[config.mk]
export PLATFORM = sky130hd
export DESIGN_NAME = sortn_seq
export DESIGN_NICKNAME = d
export VERILOG_FILES = /design/src/rtl/sortn_seq.sv
export SDC_FILE = /design/constraint.sdc
export NUM_CORES = 1
export LEC_CHECK = 0
export CAP_MARGIN = 0
export CORE_ASPECT_RATIO = 0.7
export CORE_MARGIN = 2
export CORE_UTILIZATION = 40
export CTS_BUF_LIST = sky130_fd_sc_hd__clkbuf_4
export DETAILED_ROUTE_END_ITERATION = 6
export HOLD_SLACK_MARGIN = 0.05
export PLACE_DENSITY = 0.7
export RECOVER_POWER = 50
export SYNTH_ARGS = -nofsm -noshare
export SYNTH_HDL_FRONTEND = slang
export SYNTH_SLANG_ARGS = --single-unit
[constraint.sdc]
create_clock -name clk -period 4.4 [get_ports clk]
set_clock_uncertainty 0.2 [all_clocks]
set_input_delay 0.88 -clock clk [delete_from_list [all_inputs] [get_ports clk]]
set_output_delay 0.88 -clock clk [all_outputs]
set_load 0.1 [all_outputs]
[src/rtl/sortn_seq.sv]
// sortn_seq: iterative odd-even transposition sorter with start/busy/done handshake.
// Ports: clk, rst_n (async, active-low), start/desc (request + direction, sampled in IDLE),
//        din/dout (N elements of W bits, element i at [i*W +: W]), busy, done (1-cycle pulse).
// Optional: define SORTN_EARLY_EXIT_EN to finish after two consecutive exchange-free phases.
module sortn_seq #(
    parameter int W = 4,
    parameter int N = 4
) (
    input  logic           clk,
    input  logic           rst_n,
    input  logic           start,
    input  logic           desc,
    input  logic [N*W-1:0] din,
    output logic [N*W-1:0] dout,
    output logic           busy,
    output logic           done
);
    localparam int PW = $clog2(N);
    typedef enum logic {IDLE, SORT} state_t;
    state_t               state;
    logic [N-1:0][W-1:0]  v, nxt;
    logic                 mode;
    logic [PW-1:0]        ph;
    logic                 fin;
    assign dout = v;
    // pairs in one phase never overlap, so each element is written at most once
    always_comb begin
        nxt = v;
        for (int i = 0; i < N - 1; i++)
            if (i[0] == ph[0] && (mode ? v[i] < v[i+1] : v[i] > v[i+1])) begin
                nxt[i]   = v[i+1];
                nxt[i+1] = v[i];
            end
    end
`ifdef SORTN_EARLY_EXIT_EN
    logic prev_sw;
    // a swap only happens on strictly unequal values, so any exchange changes the array
    logic any;
    assign any = nxt != v;
    assign fin = ph == PW'(N - 1) || (!any && !prev_sw);
`else
    assign fin = ph == PW'(N - 1);
`endif
    always_ff @(posedge clk or negedge rst_n) begin
        if (!rst_n) begin
            state <= IDLE;
            v     <= '0;
            mode  <= 1'b0;
            ph    <= '0;
            busy  <= 1'b0;
            done  <= 1'b0;
`ifdef SORTN_EARLY_EXIT_EN
            prev_sw <= 1'b0;
`endif
        end else begin
            done <= 1'b0;
            if (state == IDLE) begin
                if (start) begin
                    v     <= din;
                    mode  <= desc;
                    ph    <= '0;
                    busy  <= 1'b1;
                    state <= SORT;
`ifdef SORTN_EARLY_EXIT_EN
                    // phase 0 has no predecessor, so it can never end the sort by itself
                    prev_sw <= 1'b1;
`endif
                end
            end else begin
                v  <= nxt;
                ph <= fin ? ph : ph + 1'b1;
`ifdef SORTN_EARLY_EXIT_EN
                prev_sw <= any;
`endif
                if (fin) begin
                    state <= IDLE;
                    busy  <= 1'b0;
                    done  <= 1'b1;
                end
            end
        end
    end
endmodule

==> impl_metrics.env, run 1 <==
export IMPL_outcome="finished, final reports clean"
export IMPL_hpwl_um=3010
export IMPL_place_congestion=0.837
export IMPL_track_usage_pct=19.7
export IMPL_setup_violations=0
export IMPL_start_util_pct=42.0
export IMPL_critPathSlowestCell="nor3_1"
export IMPL_dieArea_um2=4250
export IMPL_postCtsSetupBuffers=0
export IMPL_slew_headroom_pct=34.6
export IMPL_finish_utilization_pct=54.1
export IMPL_fin_crit_sh_pct=69.8
export IMPL_avgSynthCellArea_um2=10.4
export IMPL_fin_setup_tns_ns=0
export IMPL_nFillCells=340
export IMPL_root_buffer="clkbuf_4"
export IMPL_synthArstFlopShare_pct=100
export IMPL_hold_viol_final=0
export IMPL_numCtsBuffers=3
export IMPL_wl_per_cell_um=16.6
export IMPL_synth_area_um2=1500
export IMPL_antenna_left=0
export IMPL_clkLatencyLatePin_ns=0.30
export IMPL_grt_pass1_vias=1324
export IMPL_post_drt_via_cell_ratio=5.71
export IMPL_antenna_found_initial=0
export IMPL_critPathKind="in2reg"
export IMPL_fmax_mhz=326
export IMPL_path_clk_slew_ns=0.12
export IMPL_worstPathCellList="dlygate4sd3_1, nor2b_1, nor3_1, o21a_4, mux2i_1"
export IMPL_layout_cells_non_filler=232
export IMPL_dpl_cell_area_um2=1910
export IMPL_synth_edff_count=0
export IMPL_first_pass_iters=4
export IMPL_hold_buffers=0
export IMPL_final_seq_area_um2=551
export IMPL_post_route_min_period_ns=3.07
export IMPL_overflow=0
export IMPL_grt_max_degree=23
export IMPL_rsz0062_at_grt="false"
export IMPL_required_ns=4.43
export IMPL_clkSinkCount=22
export IMPL_crit_path_end_kind="register"
export IMPL_ys_ff_latch=22
export IMPL_ctsResizeCount=0
export IMPL_crit_arrival_ns=3.10
export IMPL_drtIter0Drc=65
export IMPL_die_h_um=55.2
export IMPL_synth_nets=177
export IMPL_post_route_drc_count=0
export IMPL_slew_viol_final=0
export IMPL_fin_area_um2=1930
export IMPL_grt_pass1_wl_um=6420
export IMPL_yosysUniqueCellTypes=42
export IMPL_path_max_fanout=10
export IMPL_htreeDepth=1
export IMPL_via_count=1325
export IMPL_maxCapViolCount=0
export IMPL_die_w_um=77.1
export IMPL_routed_wl_um=3860
export IMPL_ios=38
export IMPL_std_cell_rows=18
export IMPL_synth_ff_type="dfrtp_1"
export IMPL_ys_warnings_count=0
export IMPL_port_buffers=37
export IMPL_slowest_delay_ns=0.88
export IMPL_dp_cells=228
export IMPL_drive_gt1_share_pct=11.0
export IMPL_tritoncts="yes"
export IMPL_cts_max_path_buffers=2
export IMPL_insertedDiodeCount=0
export IMPL_core_um2=3560
export IMPL_yosysSeqAreaShare_pct=36.8
export IMPL_cp_start_kind="input port"
export IMPL_multi_input_area_um2=867
export IMPL_syn_inst=144
export IMPL_worst_slew_pin_slew_ns=0.974
export IMPL_fin_nets=216
export IMPL_synthToLayoutAreaGrowth_pct=28.9
export IMPL_min_path_type="reg2reg"
## cell usage in the layout, fill, tap and decap left out, types with 2 or more instances in the layout
cell,netlist,layout
a221o_1,6,6
clkdlybuf4s50_1,0,35
inv_1,12,12
and4_1,4,4
dlygate4sd3_1,0,2
nor3_1,3,4
o221ai_1,5,5
nor2_1,10,11
clkbuf_4,0,3
nor2b_2,2,2
dfrtp_1,22,22
ha_1,13,13
nand2_1,12,12
o221a_2,3,3
mux2i_1,9,9
a21oi_1,3,3
o211ai_2,3,3
o21ai_0,6,6
nor2b_1,2,2
a31oi_1,4,4
## flip-flops by register name, indices dropped and copies added, names as in the netlist
| name | cells |
|---|---|
| dout | 16 |
| ph | 2 |
| busy | 1 |
| done | 1 |
| mode | 1 |
| state | 1 |
## cell usage after synthesis, types with 2 or more instances
master	number	share of area (%)
dfrtp_1	22	37
mux2i_1	9	6.0
nor2_1	10	2.5
nand2_1	12	3.0
nor2b_1	2	0.84
nor3_1	3	1.0
o21ai_0	6	2.0
inv_1	12	3.0
a221o_1	6	4.0
and4_1	4	2.3
o221a_2	3	2.3
o221ai_1	5	2.9
a21oi_1	3	1.0
ha_1	13	11
nor2b_2	2	1.2
a31oi_1	4	1.7
o211ai_2	3	2.5
## logic make-up (layout without fill, tap and decap cells)
family | Yosys count | after routing | share of synthesized area (%)
muxes | 10 | 10 | 6.78
adders and majority gates | 13 | 13 | 10.9
and+or+nand+nor | 41 | 41 | 15.0
xor gates and xnor gates | 1 | 1 | 0.586
buffers and inverters | 16 | 54 | 4.69
DFF | 22 | 22 | 36.8
AOI/OAI and AO/OA | 41 | 41 | 25.3
## per-layer routing
layer / vias up / GRT usage [%] / part of all wire, %
li1: 630 / - / -
met1: 648 / 26.5 / 47
met2: 45 / 34.6 / 46
met3: 2 / 4.71 / 6.7
met4: 0 / 1.49 / 0.23
met5: - / 0 / 0
## per-stage QoR
| step | hold slack (ns) | setup WS (ns) |
|---|---|---|
| 2_1_floorplan | 0.275 | 1.55 |
| 3_3_place_gp | 0.293 | 1.39 |
| 3_5_place_dp | 0.316 | 1.35 |
| 4_1_cts | 0.345 | 1.33 |
| 5_1_grt | 0.399 | 1.12 |
| 6_report | 0.351 | 1.33 |
## final cells by class
type	count	share of cell area (%)
inverters	13	2.60
flip-flops and latches	22	28.6
clock inverters	1	0.195
repair buffers	37	19.2
clock buffers	3	1.17
well taps	50	3.25
multi-input cells	106	45.0
## worst max-delay path: cells and delay by family
| kind | cells | cell delay (ns) |
|---|---|---|
| compound gates | 1 | 0.30 |
| buf+inv | 1 | 0.57 |
| mux | 1 | 0.21 |
| simple gates | 2 | 1.15 |
## final timing paths
path                                        from              endpoint  slack, ns  cells past startpoint
worst max-delay path                       start   dout[5]$_DFFE_PN0P_       1.33                      5
worst min-delay path            busy$_DFFE_PN0P_      busy$_DFFE_PN0P_       0.35                      2
worst max register to register   state$_DFF_PN0_   dout[5]$_DFFE_PN0P_       1.48                      6
worst min register to register  busy$_DFFE_PN0P_      busy$_DFFE_PN0P_       0.35                      2
max in group asynchronous                  rst_n  dout[15]$_DFFE_PN0P_       2.46                      1
min in group asynchronous                  rst_n   dout[1]$_DFFE_PN0P_       0.96                      1
Power of run 1 is not shown: default switching activity piles up to over one toggle a cycle in this logic, so the estimate is an artifact.
==> run 2, diff against run 1 <==
PLACE_DENSITY = 0.73   (was 0.7)
clock period = 2.5 ns   (was 4.4 ns; I/O delays follow)
==> run 2 against run 1 <==
Die area unchanged. Critical path type is now reg2reg. Hold slack got worse by 0.031 ns. Sequential share of layout area rose by 1.1 points.
==> impl_metrics.env, run 2 (synthesis results as in run 1) <==
export IMPL_tritoncts="yes"
export IMPL_worst_slew_pin_slew_ns=1.20
export IMPL_post_drt_via_cell_ratio=5.73
export IMPL_rsz0062_at_grt="false"
export IMPL_synthToLayoutAreaGrowth_pct=31.5
export IMPL_largest_reg_flops=16
export IMPL_first_pass_iters=5
export IMPL_die_h_um=55.2
export IMPL_grt_max_degree=23
export IMPL_wl_per_cell_um=17.2
export IMPL_min_path_type="reg2reg"
export IMPL_ios=38
export IMPL_start_util_pct=42.0
export IMPL_outcome="finished, final reports clean"
export IMPL_via_count=1370
export IMPL_slew_headroom_pct=20.0
export IMPL_antenna_found_initial=0
export IMPL_min_from="busy$_DFFE_PN0P_"
export IMPL_hold_slack_ns=0.320
export IMPL_die_w_um=77.1
export IMPL_setup_violations=0
export IMPL_clkSinkCount=22
export IMPL_hold_depth=2
export IMPL_r2r_end="dout[4]$_DFFE_PN0P_"
export IMPL_fin_crit_sh_pct=96.6
export IMPL_numCtsBuffers=3
export IMPL_routed_wl_um=4110
export IMPL_fmax_mhz=414
export IMPL_finish_utilization_pct=55.2
export IMPL_port_buffers=37
export IMPL_insertedDiodeCount=0
export IMPL_path_clk_slew_ns=0.13
export IMPL_std_cell_rows=18
export IMPL_antenna_left=0
export IMPL_cts_max_path_buffers=2
export IMPL_rrSetupSlack_ns=0.09
export IMPL_dieArea_um2=4250
export IMPL_min_to="busy$_DFFE_PN0P_"
export IMPL_layout_common_cells="buf_4 (19), clkdlybuf4s50_1 (18), ha_1 (13)"
export IMPL_rr_startpoint="dout[9]$_DFFE_PN0P_"
export IMPL_cp_start_kind="register"
export IMPL_path_max_fanout=7
export IMPL_grt_pass1_vias=1284
export IMPL_nFillCells=344
export IMPL_drive_gt1_share_pct=33.3
export IMPL_maxCapViolCount=0
export IMPL_root_buffer="clkbuf_4"
export IMPL_crit_path_end_kind="register"
export IMPL_crit_arrival_ns=2.42
export IMPL_rr_worst_depth=8
export IMPL_required_ns=2.51
export IMPL_core_um2=3560
export IMPL_post_route_drc_count=0
export IMPL_grt_pass1_wl_um=6610
export IMPL_hpwl_um=3190
export IMPL_htreeDepth=1
export IMPL_mostFrequentLayoutCell="buf_4"
export IMPL_track_usage_pct=20.2
export IMPL_post_route_min_period_ns=2.41
export IMPL_critPathKind="reg2reg"
export IMPL_fin_setup_tns_ns=0
export IMPL_clkLatencyLatePin_ns=0.32
export IMPL_hold_buffers=0
export IMPL_hold_viol_final=0
export IMPL_place_congestion=0.835
export IMPL_slew_viol_final=0
export IMPL_overflow=0
export IMPL_fin_nets=223
export IMPL_drtIter0Drc=164
## run 2: changes by cell type in the layout (fill, tap and decap cells not counted), sizes merged
cell / change
dlygate4sd3: -1
clkinv: +1
clkdlybuf4s50: -17
clkbuf: +6
clkinvlp: -1
buf: +19
## run 2: how the worst max path moves through the flow
| stage | startpoint | end | slack [ns] | cells past startpoint |
|---|---|---|---|---|
| after floorplan | dout[8]$_DFFE_PN0P_ | dout[10]$_DFFE_PN0P_ | 0.02 | 7 |
| after global placement | dout[9]$_DFFE_PN0P_ | dout[4]$_DFFE_PN0P_ | 0.16 | 8 |
| after detailed placement | dout[9]$_DFFE_PN0P_ | dout[6]$_DFFE_PN0P_ | 0.10 | 8 |
| after CTS | dout[9]$_DFFE_PN0P_ | dout[6]$_DFFE_PN0P_ | 0.08 | 8 |
| after global routing | dout[9]$_DFFE_PN0P_ | dout[4]$_DFFE_PN0P_ | 0.04 | 8 |
| final | dout[9]$_DFFE_PN0P_ | dout[4]$_DFFE_PN0P_ | 0.09 | 8 |
## run 2: timing repair
action | in CTS | in global routing
gates resized for setup | 0 | 2
setup buffers | 0 | 0
setup endpoints to repair | 0 | 5
## run 2: metrics by stage
step           area [um^2]  setup WS (ns)  cells
2_1_floorplan         1530         0.0249    144
3_3_place_gp          1950          0.163    235
3_5_place_dp          1950          0.100    235
4_1_cts               1970         0.0774    239
5_1_grt               1970         0.0408    239
6_report              1970         0.0856    239
## run 2: worst max-delay path, stage by stage, from the launching register on
cell	delay, ns
dfrtp_4	0.54
inv_1	0.11
ha_1	0.24
nor2b_2	0.16
o211ai_2	0.17
a21oi_2	0.14
or3_4	0.42
o221ai_1	0.22
mux2i_1	0.10
## run 2: final cells by class
type / count / area (um^2) / area share, %
timing repair buffer: 44 / 360 / 18.3
clock buffer: 3 / 22.5 / 1.15
multi-input combinational: 106 / 883 / 44.9
tap: 50 / 62.6 / 3.18
inverter: 13 / 50.0 / 2.55
sequential: 22 / 583 / 29.7
clock inverter: 1 / 3.75 / 0.191
## run 2: routing by layer
layer / track usage, % / share of wire (%) / vias up
met5: 0 / 0 / -
met4: 2.08 / 0 / 0
met3: 4.87 / 8.3 / 0
met2: 33.3 / 45 / 77
met1: 28.5 / 47 / 653
li1: - / - / 640
Power of run 2 is left out for the same reason.
==> run 3, diff against run 2 <==
CTS_BUF_LIST = sky130_fd_sc_hd__clkbuf_16   (was sky130_fd_sc_hd__clkbuf_4)
GPL_ROUTABILITY_DRIVEN = 0   (was default)
==> run 3 against run 2 <==
Critical path depth is the same. Highest routed layer is now met4. Final area grew 2.4%. Utilization grew 1.3 points. Largest cell class unchanged.
==> impl_metrics.env, run 3 (synthesis results as in run 1) <==
export IMPL_outcome="finished, final reports clean"
export IMPL_routed_wl_um=4050
export IMPL_crit_path_end_kind="register"
export IMPL_port_buffers=37
export IMPL_largest_reg_flops=16
export IMPL_die_h_um=55.2
export IMPL_setup_violations=0
export IMPL_maxCapViolCount=0
export IMPL_die_w_um=77.1
export IMPL_tritoncts="yes"
export IMPL_synthToLayoutAreaGrowth_pct=34.6
export IMPL_slew_viol_final=0
export IMPL_critPathKind="reg2reg"
export IMPL_fin_nets=223
export IMPL_worst_slew_pin_slew_ns=1.20
export IMPL_hold_viol_final=0
export IMPL_numCtsBuffers=3
export IMPL_insertedDiodeCount=0
export IMPL_root_buffer="clkbuf_16"
export IMPL_drtIter0Drc=181
export IMPL_wl_per_cell_um=17.0
export IMPL_grt_max_degree=23
export IMPL_finish_utilization_pct=56.5
export IMPL_dp_cells=235
export IMPL_cp_startpoint="dout[9]$_DFFE_PN0P_"
export IMPL_start_util_pct=42.0
export IMPL_first_pass_iters=4
export IMPL_track_usage_pct=20.4
export IMPL_post_route_min_period_ns=2.40
export IMPL_overflow=0
export IMPL_path_max_fanout=7
export IMPL_cts_max_path_buffers=2
export IMPL_min_path_type="reg2reg"
export IMPL_layout_common_cells="buf_4 (19), clkdlybuf4s50_1 (18), ha_1 (13)"
export IMPL_post_drt_via_cell_ratio=5.68
export IMPL_min_from="busy$_DFFE_PN0P_"
export IMPL_post_route_drc_count=0
export IMPL_core_um2=3560
export IMPL_grt_pass1_wl_um=6640
export IMPL_path_clk_slew_ns=0.06
export IMPL_required_ns=2.43
export IMPL_clkSinkCount=22
export IMPL_fmax_mhz=417
export IMPL_via_count=1358
export IMPL_antenna_left=0
export IMPL_ios=38
export IMPL_dieArea_um2=4250
export IMPL_fin_setup_tns_ns=0
export IMPL_rr_startpoint="dout[9]$_DFFE_PN0P_"
export IMPL_rsz0062_at_grt="false"
export IMPL_htreeDepth=1
export IMPL_layout_cells_non_filler=239
export IMPL_antenna_found_initial=0
export IMPL_std_cell_rows=18
export IMPL_mostFrequentLayoutCell="buf_4"
export IMPL_crit_arrival_ns=2.33
export IMPL_clkLatencyLatePin_ns=0.26
export IMPL_cp_start_kind="register"
export IMPL_drive_gt1_share_pct=31.7
export IMPL_hpwl_um=3190
export IMPL_fin_crit_sh_pct=96.0
export IMPL_grt_pass1_vias=1284
export IMPL_slew_headroom_pct=19.8
-- run 3: cell types whose count changed in the layout (fill, tap and decap cells not counted) --
cell and delta:
clkbuf_2 -2, clkbuf_16 +3, a21oi_1 +1, clkbuf_4 -3, a21oi_2 -1, clkbuf_1 +2
-- run 3: routing by layer --
layer / GRT usage, % / routed length (um)
met1: 28.3 / 1890
met2: 33.8 / 1780
met3: 4.87 / 348
met4: 3.27 / 40
met5: 0 / 0
-- run 3: repair_timing --
item | 4_1_cts | 5_1_grt
gates resized for setup | 0 | 1
setup buffers | 0 | 0
setup endpoints to repair | 0 | 1
hold endpoints to repair | 0 | 0
hold buffers | 0 | 0
-- run 3: through the flow --
stage                     hold slack [ns]  setup slack [ns]  area, um^2
after floorplan                   0.00441            0.0249        1530
after detailed placement            0.301             0.100        1950
final                               0.302            0.0993        2010
after CTS                           0.317            0.0871        2030
after global placement              0.290             0.163        1950
after global routing                0.344           0.00443        2010
-- run 3: final cells by class --
| type | instances | area (um^2) |
|---|---|---|
| fillers | 340 | 1550 |
| multi-input cells | 106 | 880 |
| clock inverters | 1 | 3.75 |
| repair buffers | 44 | 358 |
| clock buffers | 3 | 75.1 |
| flip-flops and latches | 22 | 583 |
| well taps | 50 | 62.6 |
| inverters | 13 | 50.0 |
-- run 3: worst paths after layout --
path | to | slack (ns) | cells after the start
worst max-delay path | dout[6]$_DFFE_PN0P_ | 0.1 | 8
worst min-delay path | busy$_DFFE_PN0P_ | 0.30 | 2
worst max register to register | dout[6]$_DFFE_PN0P_ | 0.1 | 8
worst min register to register | busy$_DFFE_PN0P_ | 0.30 | 2
max in group asynchronous | dout[13]$_DFFE_PN0P_ | 0.43 | 2
min in group asynchronous | dout[0]$_DFFE_PN0P_ | 0.81 | 2
-- run 3: critical path: stages, from the launching register on --
cell	delay, ns
dfrtp_4	0.52
inv_1	0.11
ha_1	0.25
nor2b_2	0.16
o211ai_2	0.17
a21oi_2	0.14
or3_4	0.42
o221ai_1	0.20
mux2i_1	0.11
Power of run 3 is left out for the same reason.
